[config.mk]
export PLATFORM = sky130hd
export DESIGN_NAME = mmc_cmd_layer_sequencer
export DESIGN_NICKNAME = d
export VERILOG_FILES = /design/src/rtl/mmc_seq_pkg.sv /design/src/rtl/mmc_seq_link_mux.sv /design/src/rtl/mmc_cmd_layer_sequencer.sv
export SDC_FILE = /design/constraint.sdc
export NUM_CORES = 1
export LEC_CHECK = 0
export ABC_AREA = 0
export BUFFER_PORTS_ARGS = -buffer_cell sky130_fd_sc_hd__buf_4
export CAP_MARGIN = 20
export CORE_MARGIN = 5
export CORE_UTILIZATION = 43
export CTS_CLUSTER_DIAMETER = 50
export DETAILED_ROUTE_END_ITERATION = 16
export HOLD_SLACK_MARGIN = 0.1
export PLACE_DENSITY = 0.81
export SKIP_CTS_REPAIR_TIMING = 1
export SYNTH_ARGS = -nofsm -noshare
export SYNTH_HDL_FRONTEND = slang
export SYNTH_HIERARCHICAL = 1
export SYNTH_SLANG_ARGS = --single-unit
[constraint.sdc]
create_clock -name iCLOCK -period 2.8 [get_ports iCLOCK]
set_clock_uncertainty 0.2 [all_clocks]
set_input_delay 0.84 -clock iCLOCK [delete_from_list [all_inputs] [get_ports iCLOCK]]
set_output_delay 0.84 -clock iCLOCK [all_outputs]
set_load 0.1 [all_outputs]
[src/rtl/mmc_seq_pkg.sv]
// Purpose: shared command codes, sub-layer indices and FSM state type for the MMC command sequencer.
// Latency: n/a (types and constants only).
// Backpressure: n/a.
package mmc_seq_pkg;

    // Host command codes as carried on iREQ_CMD
    localparam logic [1:0] CMD_INIT  = 2'd0;
    localparam logic [1:0] CMD_READ  = 2'd1;
    localparam logic [1:0] CMD_WRITE = 2'd2;
    localparam logic [1:0] CMD_RSVD  = 2'd3;

    // Sub-layer slot indices on the per-sub buses
    localparam int SUB_INIT  = 0;
    localparam int SUB_READ  = 1;
    localparam int SUB_WRITE = 2;
    localparam int NUM_SUBS  = 3;

    typedef enum logic [2:0] {
        ST_IDLE     = 3'd0,
        ST_CHECK    = 3'd1,
        ST_DISPATCH = 3'd2,
        ST_RUN      = 3'd3,
        ST_ABORT    = 3'd4,
        ST_GAP      = 3'd5,
        ST_END      = 3'd6
    } seq_state_t;

    // Map a command code to its sub-layer one-hot select; reserved maps to none
    function automatic logic [2:0] cmd_onehot(input logic [1:0] cmd);
        logic [2:0] oh;
        oh = 3'b000;
        case (cmd)
            CMD_INIT:  oh[SUB_INIT]  = 1'b1;
            CMD_READ:  oh[SUB_READ]  = 1'b1;
            CMD_WRITE: oh[SUB_WRITE] = 1'b1;
            default:   oh = 3'b000;
        endcase
        return oh;
    endfunction

endpackage

[src/rtl/mmc_seq_link_mux.sv]
// Purpose: one-hot select of the active sub-layer onto the shared byte link, plus BUSY/VALID gating back.
// Latency: purely combinational, 0 cycles.
// Backpressure: unselected subs always see BUSY=1 and VALID=0; an all-zero select parks the link idle.
module mmc_seq_link_mux
    import mmc_seq_pkg::*;
(
    input  logic [2:0]  sel,
    input  logic [2:0]  sub_req,
    input  logic [2:0]  sub_cs,
    input  logic [23:0] sub_data,
    input  logic        mmc_busy,
    input  logic        mmc_valid,
    output logic        mmc_req,
    output logic        mmc_cs,
    output logic [7:0]  mmc_data,
    output logic [2:0]  sub_busy,
    output logic [2:0]  sub_valid
);

    // Forward the selected sub's request/CS/byte; with nothing selected the link idles (CS high, 0xFF)
    always_comb begin
        mmc_req  = 1'b0;
        mmc_cs   = 1'b1;
        mmc_data = 8'hff;
        for (int i = 0; i < NUM_SUBS; i++) begin
            if (sel[i]) begin
                mmc_req  = sub_req[i];
                mmc_cs   = sub_cs[i];
                mmc_data = sub_data[8*i +: 8];
            end
        end
    end

    assign sub_busy  = ~sel | {3{mmc_busy}};
    assign sub_valid = sel & {3{mmc_valid}};

endmodule

[src/rtl/mmc_cmd_layer_sequencer.sv]
// Purpose: runs one MMC command sub-layer (INIT/READ/WRITE) at a time on a shared SPI byte link.
// Latency: iREQ to oSUB_START 2 cycles; oREQ_END P_GAP_CYCLES+1 cycles after the active sub's end pulse.
// Backpressure: iREQ is sampled only in IDLE (dropped while busy); optional RUN timeout via MMC_SEQ_TIMEOUT_EN.
module mmc_cmd_layer_sequencer
    import mmc_seq_pkg::*;
#(
    parameter int P_GAP_CYCLES = 8,
    parameter int P_BYTE_ADDR  = 1,
    parameter int P_TIMEOUT    = 1 << 20
)
(
    input  logic        iCLOCK,
    input  logic        inRESET,
    input  logic        iRESET_SYNC,
    input  logic        iREQ,
    input  logic [1:0]  iREQ_CMD,
    input  logic [31:0] iREQ_ADDR,
    output logic        oREQ_BUSY,
    output logic        oREQ_END,
    output logic        oREQ_ERR,
    output logic        oINIT_DONE,
    output logic [2:0]  oSUB_START,
    output logic [31:0] oSUB_ADDR,
    output logic [2:0]  oSUB_RESET_SYNC,
    input  logic [2:0]  iSUB_END,
    input  logic [2:0]  iSUB_MMC_REQ,
    input  logic [2:0]  iSUB_MMC_CS,
    input  logic [23:0] iSUB_MMC_DATA,
    output logic [2:0]  oSUB_MMC_BUSY,
    output logic [2:0]  oSUB_MMC_VALID,
    output logic [7:0]  oSUB_MMC_DATA,
    output logic        oMMC_REQ,
    output logic        oMMC_CS,
    output logic [7:0]  oMMC_DATA,
    input  logic        iMMC_BUSY,
    input  logic        iMMC_VALID,
    input  logic [7:0]  iMMC_DATA
);

    localparam logic [7:0]  GAP_LAST     = 8'(P_GAP_CYCLES - 1);
    localparam logic [20:0] TIMEOUT_LAST = 21'(P_TIMEOUT - 1);

    if (P_GAP_CYCLES < 1 || P_GAP_CYCLES > 255) begin : g_bad_gap
        $error("P_GAP_CYCLES out of range 1..255");
    end
    if (P_TIMEOUT < 1 || P_TIMEOUT > (1 << 21)) begin : g_bad_timeout
        $error("P_TIMEOUT does not fit the 21-bit RUN counter");
    end

    seq_state_t  state_q, state_d;
    logic [1:0]  cmd_q;
    logic [31:0] addr_q;
    logic        err_q;
    logic        init_done_q;
    logic [7:0]  gap_cnt_q;
    logic [31:0] addr_conv;
    logic [2:0]  sel_oh;
    logic [2:0]  link_sel;
    logic        cmd_err;
    logic        sub_end;
    logic        timeout;

    assign addr_conv = (P_BYTE_ADDR != 0) ? {iREQ_ADDR[22:0], 9'h000} : iREQ_ADDR;
    assign sel_oh    = cmd_onehot(cmd_q);
    assign link_sel  = (state_q == ST_RUN) ? sel_oh : 3'b000;
    assign cmd_err   = (cmd_q == CMD_RSVD) || ((cmd_q != CMD_INIT) && !init_done_q);
    assign sub_end   = |(iSUB_END & sel_oh);

`ifdef MMC_SEQ_TIMEOUT_EN
    logic [20:0] run_cnt_q;

    // Count RUN cycles since dispatch so a hung sub-layer can be aborted
    always_ff @(posedge iCLOCK or negedge inRESET) begin
        if (!inRESET) begin
            run_cnt_q <= '0;
        end else if (iRESET_SYNC || state_q == ST_DISPATCH) begin
            run_cnt_q <= '0;
        end else if (state_q == ST_RUN) begin
            run_cnt_q <= run_cnt_q + 21'd1;
        end
    end

    assign timeout = (run_cnt_q == TIMEOUT_LAST);
`else
    assign timeout = 1'b0;
`endif

    // Next-state logic; a sub end beats a coincident timeout
    always_comb begin
        state_d = state_q;
        case (state_q)
            ST_IDLE:     if (iREQ) state_d = ST_CHECK;
            ST_CHECK:    state_d = cmd_err ? ST_END : ST_DISPATCH;
            ST_DISPATCH: state_d = ST_RUN;
            ST_RUN: begin
                if (sub_end)      state_d = ST_GAP;
                else if (timeout) state_d = ST_ABORT;
            end
            ST_ABORT:    state_d = ST_GAP;
            ST_GAP:      if (gap_cnt_q == GAP_LAST) state_d = ST_END;
            ST_END:      state_d = ST_IDLE;
            default:     state_d = ST_IDLE;
        endcase
    end

    // State, request latch, error flag, gap counter and sticky init-done
    always_ff @(posedge iCLOCK or negedge inRESET) begin
        if (!inRESET) begin
            state_q     <= ST_IDLE;
            cmd_q       <= CMD_INIT;
            addr_q      <= '0;
            err_q       <= 1'b0;
            init_done_q <= 1'b0;
            gap_cnt_q   <= '0;
        end else if (iRESET_SYNC) begin
            state_q     <= ST_IDLE;
            cmd_q       <= CMD_INIT;
            addr_q      <= '0;
            err_q       <= 1'b0;
            init_done_q <= 1'b0;
            gap_cnt_q   <= '0;
        end else begin
            state_q <= state_d;
            if (state_q == ST_IDLE && iREQ) begin
                cmd_q  <= iREQ_CMD;
                addr_q <= addr_conv;
                err_q  <= 1'b0;
            end
            if ((state_q == ST_CHECK && cmd_err) || state_q == ST_ABORT) begin
                err_q <= 1'b1;
            end
            gap_cnt_q <= (state_q == ST_GAP) ? gap_cnt_q + 8'd1 : 8'd0;
            // INIT outcome decides init-done both ways so a failed re-init drops it
            if (state_q == ST_END && cmd_q == CMD_INIT) begin
                init_done_q <= !err_q;
            end
        end
    end

    assign oREQ_BUSY       = (state_q != ST_IDLE);
    assign oREQ_END        = (state_q == ST_END);
    assign oREQ_ERR        = (state_q == ST_END) && err_q;
    assign oINIT_DONE      = init_done_q;
    assign oSUB_START      = (state_q == ST_DISPATCH) ? sel_oh : 3'b000;
    assign oSUB_ADDR       = addr_q;
    assign oSUB_RESET_SYNC = {3{iRESET_SYNC}} | ((state_q == ST_ABORT) ? sel_oh : 3'b000);
    assign oSUB_MMC_DATA   = iMMC_DATA;

    mmc_seq_link_mux u_link_mux (
        .sel       (link_sel),
        .sub_req   (iSUB_MMC_REQ),
        .sub_cs    (iSUB_MMC_CS),
        .sub_data  (iSUB_MMC_DATA),
        .mmc_busy  (iMMC_BUSY),
        .mmc_valid (iMMC_VALID),
        .mmc_req   (oMMC_REQ),
        .mmc_cs    (oMMC_CS),
        .mmc_data  (oMMC_DATA),
        .sub_busy  (oSUB_MMC_BUSY),
        .sub_valid (oSUB_MMC_VALID)
    );

endmodule
After elaboration in Yosys (flattened, before gate mapping)
Index checks and enable logic that the tools add are counted.
{"block": "totals", "wordCells": 75, "out_inout_bits": 66, "regBits": 47, "inputBits": 81}
{"block": "classes", "n_bitwise": 5, "n_eq_ne": 13, "mux": 32, "n_reduce_logical": 18, "n_addsub": 1}
{"op": "two-way mux 32 bit", "count": 2}
{"op": "two-way mux 8 bit", "count": 5}
{"op": "two-way mux 3 bit", "count": 8}
{"op": "case mux 3 bit (6 select lines)", "count": 1}
{"op": "two-way mux 1 bit", "count": 14}
{"op": "== test 3 bit (second input constant)", "count": 3}
{"op": "inequality test 3 bit (second input constant)", "count": 3}
{"op": "adder 8 x 1 -> 8 bit (second input constant)", "count": 1}
{"op": "== test 8 x 3 -> 1 bit (second input constant)", "count": 1}
{"op": "bitwise AND 3 bit", "count": 2}
{"op": "== test 3 x 2 -> 1 bit (second input constant)", "count": 2}
{"op": "bitwise OR 3 bit", "count": 2}
{"op": "nonzero test 2 bit", "count": 3}
{"op": "nonzero test 3 bit", "count": 2}
{"op": "logical AND 1 bit", "count": 5}
{"op": "== test 2 bit (second input constant)", "count": 2}
{"op": "two-way mux 2 bit", "count": 2}
{"op": "== test 3 x 1 -> 1 bit (second input constant)", "count": 1}
{"op": "logical NOT 3 bit", "count": 1}
{"op": "inverter 3 bit", "count": 1}
{"op": "AND reduction 3 bit", "count": 1}
{"op": "OR reduction 3 bit", "count": 1}
{"op": "== test 2 x 1 -> 1 bit (second input constant)", "count": 1}
{"op": "logical NOT 1 bit", "count": 2}
{"op": "2 further kinds", "count": 3}

Depth between registers and ports, before layout
Gate-level depths: netlist of the first run.
{"block": "depth", "depth_word": 7, "ltp_mapped": 6, "mapped_depth_nobuf": 4}

Cells and area by module
The synthesis of the first run kept the hierarchy.
{"module": "mmc_cmd_layer_sequencer", "n_inst": 1, "cells_per_inst": 220, "seq_area_each_um2": 950.9, "area_each_um2": 1961.9}
{"module": "mmc_seq_link_mux", "n_inst": 1, "cells_per_inst": 51, "seq_area_each_um2": 0.0, "area_each_um2": 385.4}

Worst setup path after synthesis of the first run
OpenSTA, ideal clock, no wires.
{"block": "synth_path", "path_kind": "register -> output", "startpoint": "register state_q[2]", "endpoint": "output oSUB_START[1]", "path_stages_with_launch": 4, "path_slack_ns": -2.137, "path_buffers": 2, "t_arrival_ns": 3.897, "required_ns": 1.760, "cell_sequence": "dfrtp_1 -> buf_2 -> clkbuf_1 -> nor4b_1"}
{"block": "synth_between", "elab_chain_cells": 2}
{"item": "from (decl)", "line": "mmc_cmd_layer_sequencer.sv:50", "text": "seq_state_t state_q, state_d;"}
{"item": "from (signal assigned)", "line": "mmc_cmd_layer_sequencer.sv:123", "text": "state_q <= state_d;"}
{"item": "== test 3 x 2 -> 1 bit", "line": "mmc_cmd_layer_sequencer.sv:144", "text": "assign oSUB_START = (state_q == ST_DISPATCH) ? sel_oh : 3'b000;"}
{"item": "two-way mux 3 bit", "line": "mmc_cmd_layer_sequencer.sv:144"}
{"item": "to (decl)", "line": "mmc_cmd_layer_sequencer.sv:22", "text": "output logic [2:0] oSUB_START,"}
No other way between the ends.

Worst setup path after layout of the first run
{"block": "layout_path", "startpoint": "register cmd_q[0]", "endpoint": "output oMMC_DATA[6]"}
{"block": "layout_between", "elab_cells_between_ends": 10, "classes_between": "eq/ne: 2; mux: 7; reduce/logical: 1"}
{"item": "from (decl)", "line": "mmc_cmd_layer_sequencer.sv:51", "text": "logic [1:0] cmd_q;"}
{"item": "from (signal assigned)", "line": "mmc_cmd_layer_sequencer.sv:125", "text": "cmd_q <= iREQ_CMD;"}
{"item": "== test 2 bit", "line": "mmc_seq_pkg.sv:32", "text": "case (cmd)"}
{"item": "two-way mux 1 bit", "line": "mmc_seq_pkg.sv:32"}
{"item": "two-way mux 3 bit", "line": "mmc_cmd_layer_sequencer.sv:65", "text": "assign link_sel = (state_q == ST_RUN) ? sel_oh : 3'b000;"}
{"item": "named net link_sel[2]", "line": "mmc_cmd_layer_sequencer.sv:58", "text": "logic [2:0] link_sel;"}
{"item": "two-way mux 8 bit", "line": "mmc_seq_link_mux.sv:26", "text": "if (sel[i]) begin"}
{"item": "to (decl)", "line": "mmc_cmd_layer_sequencer.sv:34", "text": "output logic [7:0] oMMC_DATA,"}
The timed path passes the listed nets, and every way through them passes these cells.

==> results of run 1 <==
-- cell type report --
cell class	instances	area (um^2)	area share (%)
Multi-Input combinational cell	201	1450	37.5
Timing Repair Buffer	134	1230	31.9
Sequential cell	38	957	24.8
Tap cell	72	90.1	2.34
Clock buffer	6	82.6	2.14
Clock inverter	1	30.0	0.779
Inverter	4	18.8	0.487
-- stage by stage --
stage	hold WS [ps]	util, %	instance area, um^2	instances	setup WS [ps]
6_report	298	71.3	3850	456	-89.5
5_1_grt	336	71.3	3850	456	-190
4_1_cts	300	64.4	3480	446	-243
3_5_place_dp	290	62.3	3370	439	87.2
3_3_place_gp	273	62.3	3370	439	112
2_1_floorplan	255	-	2600	279	-274
-- per-layer routing --
| layer | up-vias | GRT usage (%) | wire [um] |
|---|---|---|---|
| li1 | 1126 | - | - |
| met1 | 1107 | 22.2 | 2900 |
| met2 | 101 | 30.4 | 3520 |
| met3 | 11 | 8.09 | 663 |
| met4 | 0 | 5.26 | 87 |
| met5 | - | 0 | 0 |
-- critical path, delay by kind of cell, from the launching register on --
kind,cells,cell delay [ps]
buffers and inverters,2,430
AND/OR/NAND/NOR,3,590
AO/OA/AOI/OAI,1,90
flip-flops,1,440
-- flip-flops by register name (all words and copies together), names as in the netlist --
signal	cells
oSUB_ADDR	23
gap_cnt_q	8
state_q	3
cmd_q	2
err_q	1
oINIT_DONE	1
-- final timing paths --
kind / to / slack (ps)
min: gap_cnt_q[0] / 300
max reg2reg: oSUB_ADDR[13] / 880
min in group asynchronous: err_q / 310
max: oMMC_DATA[6] / -90
max in group asynchronous: state_q[2] / 1730
min reg2reg: gap_cnt_q[0] / 300
-- kinds of logic (layout without fill, tap and decap cells) --
group                    Yosys count  count (layout)  share of synthesized area (%)
multiplexers                       1               1                          0.480
buffers and inverters             40             145                           10.9
flip-flops                        38              38                           40.5
other                              1               9                          0.160
AO/OA/AOI/OAI                     61              61                           17.7
adder cells (fa/ha/maj)            1               1                          0.533
XOR/XNOR                           3               3                           1.12
AND/OR/NAND/NOR                  126             126                           28.6
-- cell usage in the layout, fill, tap and decap left out, types with 2 or more instances in the layout --
master    count
nand3_1       4
inv_1         3
nand2b_4      2
and2_2        3
nand3b_1      2
buf_6         4
nand2b_1      3
nand2_1      62
buf_8         4
conb_1        9
nor3b_2       8
dfrtp_2       5
or3_1         4
o21ai_0       6
nor2b_1       2
nor2_1        6
a31oi_1       2
nor2b_2       8
nor4b_4       3
buf_12       13
xor2_1        2
buf_4       112
or4_1         2
a21oi_1      30
o31ai_1       2
clkbuf_8      6
o31ai_4      10
dfrtp_1      33
nand2_2       2
-- power by group --
group,total [uW],internal [uW],switching (uW)
Clock,469,285,184
Combinational,893,252,642
Sequential,625,592,33.4
==> metrics.md, run 1 <==
| Metric | Value |
|---|---|
| Vias in the first global route | `2298` |
| Worst setup startpoint | `cmd_q[0]` |
| Mean Syn Cell Area | `8.66 um^2` |
| Min-delay src | `gap_cnt_q[0]` |
| Max stage delay on crit path | `approximately 440 ps` |
| Clk sink count | `38` |
| Final Cycle Share | `103%` |
| Yosys reg bits | `38` |
| Design Power | `roughly 2000 uW` |
| Worst r2r src | `state_q[2]` |
| Synth top area cells | `dfrtp_1 41%, nand2_1 10%, a21oi_1 6.8%` |
| Worst setup margin | `-89.5 ps` |
| Setup crit start kind | `flip-flop` |
| DR iter-0 viols | `74` |
| Overall routing resource usage | `between 10% and 20%` |
| CTS root buf | `clkbuf_8` |
| Die height | `between 80 and 90 um` |
| Gpl congestion | `around 0.80` |
| Rows | `27` |
| Initial Util | `between 40% and 50%` |
| DP HPWL | `about 4.9 mm` |
| DRC | `0` |
| Worst hold path type | `reg2reg` |
| Drt first pass iters | `4` |
| DRT Wirelength | `7.18 mm` |
| Area share of the largest cell type after synthesis | `between 40% and 50%` |
| Avg WL per Cell | `~16 um` |
| Maximum fanout along the worst path | `6` |
| Clock transition at path regs | `around 70 ps` |
| Max-cap check violation count | `0` |
| Pwr Density | `roughly 520 mW/mm^2` |
| Commonest cells in the netlist | `64 x nand2_1, 38 x dfrtp_1, 32 x a21oi_1` |
| Number of routed nets with antenna violations | `0` |
| Die width | `roughly 84 um` |
| Arr. time, crit path | `between 1500 and 2000 ps` |
| Library cells used by synthesis | `44` |
| Post-layout minimum cycle time | `2890 ps` |
| Fraction of layout cells with a size suffix above 1 | `roughly 52%` |
| CP Class | `reg2out` |
| Most common cell in the netlist | `nand2_1` |
| Fillers | `~390` |
| Setup Viol. Count Final | `10` |
| Core Region | `0.00541 mm^2` |
| Endpoints failing hold | `0` |
| Area delta synth->final | `64.2%` |
| Slew Viols, Final | `0` |
| Async set-or-reset flop fraction in the synthesized netlist | `100%` |
| Leak Pwr | `around 0.0017 uW` |
| Seq/Total Area, Yosys | `40.5%` |
| Worst VDD drop | `around 550 uV` |
| Port bufs | `about 110` |
| Worst path slowest cell | `dfrtp_2` |
| Post-synth EDFFs | `0` |
| Synth area leader | `dfrtp_1` |
| Crit path cell chain | `nand2b_4 -> nor3_4 -> clkbuf_16 -> nand2_1 -> o31ai_4 -> buf_12` |
| Die area | `between 0.007 and 0.008 mm^2` |
| Failing checks | `negative setup slack` |
| Global route overflow | `0` |
| Global-route wire length before repair | `~11 mm` |
| RSZ-0062 raised after global routing | `true` |
| Detailed-route via count | `about 2300` |
| Primary FF master, synth | `dfrtp_1` |
| Synthesized area | `around 0.0023 mm^2` |
| Nets@finish | `466` |
| Setup TNS | `-701 ps` |
| TritonCTS buffer count | `5` |
| Fmax achieved | `between 300 and 400 MHz` |
| Worst path required time | `around 1800 ps` |
| FF-to-FF path depth | `5` |
| Outcome | `finished, violations left` |
| CTS H-Tree Depth | `2` |
| Clk_lat worst skew | `290 ps` |
| Ports | `147` |
| Vias per cell | `5.14` |
| Ys Warns | `6` |
| ANT cells | `0` |
| Cell count after synthesis | `approximately 270` |
| CTS tree | `yes` |
| Initial antenna violation count | `0` |
| CTS Buffer Depth | `2` |
| Largest net degree at the start of global routing | `39` |
| Worst hold path depth | `1` |
| Setup crit end kind | `output port` |
Power figures use the tool's default switching activity.
==> run 2, diff against run 1 <==
--- a/config.mk
+++ b/config.mk
@@ -8,6 +8,7 @@
 export ABC_AREA = 0
 export BUFFER_PORTS_ARGS = -buffer_cell sky130_fd_sc_hd__buf_4
 export CAP_MARGIN = 20
+export CORE_ASPECT_RATIO = 0.75
 export CORE_MARGIN = 5
 export CORE_UTILIZATION = 43
 export CTS_CLUSTER_DIAMETER = 50
==> constraint.sdc (replaced) <==
create_clock -name iCLOCK -period 2.8 [get_ports iCLOCK]
set_clock_uncertainty 0.2 [all_clocks]
set_input_delay 0.14 -clock iCLOCK [delete_from_list [all_inputs] [get_ports iCLOCK]]
set_output_delay 0.14 -clock iCLOCK [all_outputs]
set_load 0.1 [all_outputs]
==> run 2 against run 1 <==
The run now ends clean; die area is 0.21% higher; clock power shrank 22%; cell area decreased by 3.6%; sequential cell count is the same; global-route usage shrank 0.97 points; sequential share of layout area increased by 0.76 points; critical path depth down 1; worst setup slack improved by 120 ps; combinational power increased by 2%; hold slack worse by 150 ps; count of clock-buffer cells in the layout grew 1; register-to-register slack got worse by 850 ps; critical endpoint is now oSUB_ADDR[24].
==> metrics.md, run 2 (synthesis results as in run 1) <==
| Metric | Value |
|---|---|
| Number of flip-flops in the largest register | `23` |
| Initial antenna violation count | `0` |
| Die area | `0.00705 mm^2` |
| Global-route wire length before repair | `10.0 mm` |
| Die width | `about 95 um` |
| Endpoints failing hold | `0` |
| Area delta synth->final | `58.3%` |
| Setup TNS | `0 ps` |
| Slew Viols, Final | `0` |
| Worst path required time | `2780 ps` |
| Clk_lat worst skew | `~290 ps` |
| TritonCTS buffer count | `5` |
| Vias in the first global route | `around 2100` |
| DP HPWL | `about 4.8 mm` |
| Clock transition at path regs | `about 80 ps` |
| Post-layout minimum cycle time | `around 2800 ps` |
| Leading cell type in the layout, fill and taps excluded | `buf_4` |
| Detailed-route via count | `2476` |
| Slew HR | `33.0%` |
| DR iter-0 viols | `roughly 140` |
| Leak Pwr | `around 0.0017 uW` |
| Gpl congestion | `0.788` |
| Port bufs | `between 100 and 150` |
| Final Cycle Share | `between 90% and 100%` |
| CTS Buffer Depth | `2` |
| Rows | `23` |
| Pre-CTS setup slack | `around 600 ps` |
| Global route overflow | `0` |
| Arr. time, crit path | `2750 ps` |
| Ports | `147` |
| Post-layout util | `between 60% and 70%` |
| Worst Tran Pin Value | `~1000 ps` |
| Number of routed nets with antenna violations | `0` |
| Core Region | `about 0.0053 mm^2` |
| Die height | `74.0 um` |
| Worst VDD drop | `roughly 330 uV` |
| Fmax achieved | `about 360 MHz` |
| DRC | `0` |
| Max-cap check violation count | `0` |
| Worst setup margin | `27.6 ps` |
| Fraction of layout cells with a size suffix above 1 | `around 36%` |
| Final hold slack | `between 100 and 150 ps` |
| DRT Wirelength | `between 7 and 8 mm` |
| Most frequent cells in the layout | `119 x buf_4, 64 x nand2_1, 40 x dlygate4sd3_1, 38 x dfrtp_1, 31 x a21oi_1` |
| Drt first pass iters | `4` |
| CTS H-Tree Depth | `2` |
| CP Class | `reg2reg` |
| Maximum fanout along the worst path | `25` |
| Overall routing resource usage | `between 10% and 20%` |
| CTS tree | `yes` |
| Worst hold path type | `in2async` |
| ANT cells | `0` |
| Nets@finish | `just under 500` |
| Outcome | `complete, no violations` |
| Setup Viol. Count Final | `0` |
| Setup crit end kind | `flip-flop` |
| Avg WL per Cell | `~15 um` |
| Worst setup startpoint | `state_q[0]` |
| Pwr Density | `~510 mW/mm^2` |
| Clk sink count | `38` |
| Worst r2r src | `state_q[0]` |
| Vias per cell | `between 5 and 6` |
| Setup crit start kind | `flip-flop` |
| CTS root buf | `clkbuf_8` |
| Initial Util | `between 40% and 50%` |
| Largest net degree at the start of global routing | `39` |
[run 2: worst max-delay path: stages, from the launching register on]
cell           delay [ps]
dfrtp_1               440
buf_4                 200
or4b_1                930
nand2_1               220
a21oi_1                90
dlygate4sd3_1         580
[run 2: report_power, final]
part           internal, uW  switching (uW)
logic                   244             667
clock network           172             194
registers               590            41.4
[run 2: final timing paths]
kind / endpoint / slack [ps] / cells after the start
max in group asynchronous: err_q / 1910 / 2
min: oSUB_ADDR[18] / 150 / 2
max reg2reg: oSUB_ADDR[24] / 30 / 5
max: oSUB_ADDR[24] / 30 / 5
min in group iCLOCK: state_q[1] / 230 / 4
min reg2reg: gap_cnt_q[0] / 290 / 1
[run 2: area by class of cell]
cell class / instances / area, um^2
fillers: 407 / 1610
repair buffers: 159 / 1290
multi-input cells: 201 / 1290
flip-flops and latches: 38 / 951
well taps: 75 / 93.8
clock buffers: 7 / 76.3
inverters: 4 / 15.0
[run 2: through the flow]
| stage | cells | total power, uW | instance area [um^2] |
|---|---|---|---|
| 5_1_grt | 484 | 1980 | 3720 |
| 2_1_floorplan | 279 | 1310 | 2480 |
| 4_1_cts | 444 | 1810 | 3320 |
| 3_5_place_dp | 437 | 1450 | 3240 |
| 3_3_place_gp | 437 | 1440 | 3240 |
| 6_report | 484 | 1910 | 3720 |
[run 2: routing by layer]
layer  part of all wire (%)  vias to the layer above  GRT usage, %
li1                       -                     1179             -
met1                     38                     1214          23.1
met2                     55                       74          29.5
met3                    5.6                        9          4.15
met4                    1.1                        0          4.64
met5                      0                        -             0
==> run 3, diff against run 2 <==
--- a/config.mk
+++ b/config.mk
@@ -13,8 +13,9 @@
 export CORE_UTILIZATION = 43
 export CTS_CLUSTER_DIAMETER = 50
 export DETAILED_ROUTE_END_ITERATION = 16
+export GPL_ROUTABILITY_DRIVEN = 0
 export HOLD_SLACK_MARGIN = 0.1
-export PLACE_DENSITY = 0.81
+export PLACE_DENSITY = 0.83
 export SKIP_CTS_REPAIR_TIMING = 1
 export SYNTH_ARGS = -nofsm -noshare
 export SYNTH_HDL_FRONTEND = slang
==> run 3 against run 2 <==
Register-to-register slack improved by 50 ps; cell count increased by 3.7%; hold slack about the same; sequential share of layout area decreased by 1.2 points.
==> metrics.md, run 3 (synthesis results as in run 1) <==
| Metric | Value |
|---|---|
| FF-to-FF End | `oSUB_ADDR[13]` |
| Rows | `23` |
| Fraction of layout cells with a size suffix above 1 | `between 30% and 40%` |
| DRC | `0` |
| Met1 usage | `approximately 23%` |
| Sw power | `926 uW` |
| Combinational Power Share | `48.1%` |
| Largest net degree at the start of global routing | `39` |
| ANT cells | `0` |
| Post-layout util | `between 70 and 80%` |
| Avg WL per Cell | `around 16 um` |
| Number of routed nets with antenna violations | `0` |
| Vias in the first global route | `2026` |
| Setup crit end kind | `flip-flop` |
| Outcome | `complete, no violations` |
| Die height | `between 70 and 80 um` |
| Maximum fanout along the worst path | `25` |
| Worst path required time | `about 2800 ps` |
| Die area | `0.00705 mm^2` |
| Worst VDD drop | `383 uV` |
| Post-layout minimum cycle time | `between 2000 and 3000 ps` |
| Initial antenna violation count | `0` |
| Slew Viols, Final | `0` |
| Worst hold path type | `in2async` |
| CP Class | `reg2reg` |
| CTS Buffer Depth | `2` |
| Global-route wire length before repair | `around 10 mm` |
| Most frequent cells in the layout | `119 x buf_4, 64 x nand2_1, 57 x dlygate4sd3_1, 38 x dfrtp_1, 31 x a21oi_1` |
| Core Region | `between 0.005 and 0.006 mm^2` |
| Sequential share of power | `approximately a third` |
| Ports | `between 100 and 150` |
| Area delta synth->final | `66.2%` |
| Port bufs | `between 100 and 150` |
| Global route overflow | `0` |
| Clk sink count | `38` |
| Setup Viol. Count Final | `0` |
| Final Cycle Share | `97.4%` |
| Gr busiest metal | `met2` |
| Detailed-route via count | `roughly 2600` |
| Slew HR | `around 34%` |
| Worst r2r src | `state_q[2]` |
| Clk pwr share | `between 20% and 30%` |
| Die width | `between 90 and 100 um` |
| Multi-input gate area | `0.00129 mm^2` |
| Met3 GRT Util | `4.25%` |
| DRT Wirelength | `a little over 8 mm` |
| CTS tree | `yes` |
| RSZ-0062 raised after global routing | `false` |
| Clk_lat worst skew | `290 ps` |
| DP HPWL | `4.70 mm` |
| FF-to-FF path depth | `4` |
| Vias per cell | `5.08` |
| CTS H-Tree Depth | `2` |
| Leading cell type in the layout, fill and taps excluded | `buf_4` |
| Fmax achieved | `~370 MHz` |
| Initial Util | `approximately 44%` |
| TritonCTS buffer count | `5` |
| FF+latch area | `951 um^2` |
| Max-cap check violation count | `0` |
| Clock transition at path regs | `roughly 80 ps` |
| Switch share | `a little under half` |
| Endpoints failing hold | `0` |
| Fillers | `355` |
| DR iter-0 viols | `84` |
| Drt first pass iters | `4` |
| Number of flip-flops in the largest register | `23` |
| Pwr Density | `slightly above 500 mW/mm^2` |
| Worst setup margin | `between 70 and 80 ps` |
| R2r setup slk | `70 ps` |
| Pre-CTS setup slack | `602 ps` |
| Arr. time, crit path | `about 2700 ps` |
| Worst Tran Pin Value | `983 ps` |
| Design Power | `1990 uW` |
| Leak Pwr | `between 0.0015 and 0.002 uW` |
| Overall routing resource usage | `17.2%` |
| Met2 usage | `29.5%` |
| Nets@finish | `roughly 510` |
| Setup crit start kind | `flip-flop` |
| Int Pwr | `between 1000 and 1500 uW` |
| CTS root buf | `clkbuf_8` |
==> run 3: power by group through the flow <==
| stage | Combinational (uW) | Clock [uW] | Sequential (uW) |
|---|---|---|---|
| after detailed placement | 805 | 0 | 641 |
| after CTS | 807 | 397 | 630 |
| final | 956 | 398 | 633 |
| after floorplan | 452 | 0 | 860 |
| after global routing | 993 | 431 | 639 |
| after global placement | 799 | 0 | 640 |
==> run 3: worst max-delay path by stage <==
stage / start / end / cells past startpoint
after global routing: state_q[2] / oSUB_ADDR[17] / 4
final: state_q[2] / oSUB_ADDR[13] / 4
after detailed placement: cmd_q[1] / oMMC_DATA[4] / 6
after global placement: cmd_q[0] / oMMC_CS / 6
after floorplan: state_q[2] / oSUB_START[0] / 3
after CTS: cmd_q[1] / oMMC_DATA[5] / 6
==> run 3: per-layer routing <==
metal	up-vias	routed length (um)
li1	1211	-
met1	1241	3110
met2	80	4540
met3	20	411
met4	0	223
met5	-	0
==> run 3: layout make-up <==
cell class              instances  area share (%)
repair buffers                176            37.5
multi-input cells             201            33.0
flip-flops and latches         38            24.4
well taps                      75            2.41
clock buffers                   7            2.21
inverters                       4           0.385
clock inverters                 1           0.128
==> run 3: worst max-delay path: stages, from the launching register on <==
cell           delay [ps]
dfrtp_1               520
or4b_1                930
nand2_1               280
a21oi_1                90
dlygate4sd3_1         580
==> run 3: metrics by stage <==
step | setup TNS [ps] | hold WS (ps) | std cells | cell area (um^2)
2_1_floorplan | -103 | -356 | 279 | 2480
3_3_place_gp | 0 | -66.0 | 437 | 3240
3_5_place_dp | 0 | -67.3 | 437 | 3240
4_1_cts | 0 | -380 | 445 | 3330
5_1_grt | 0 | 202 | 502 | 3900
6_report | 0 | 148 | 502 | 3900
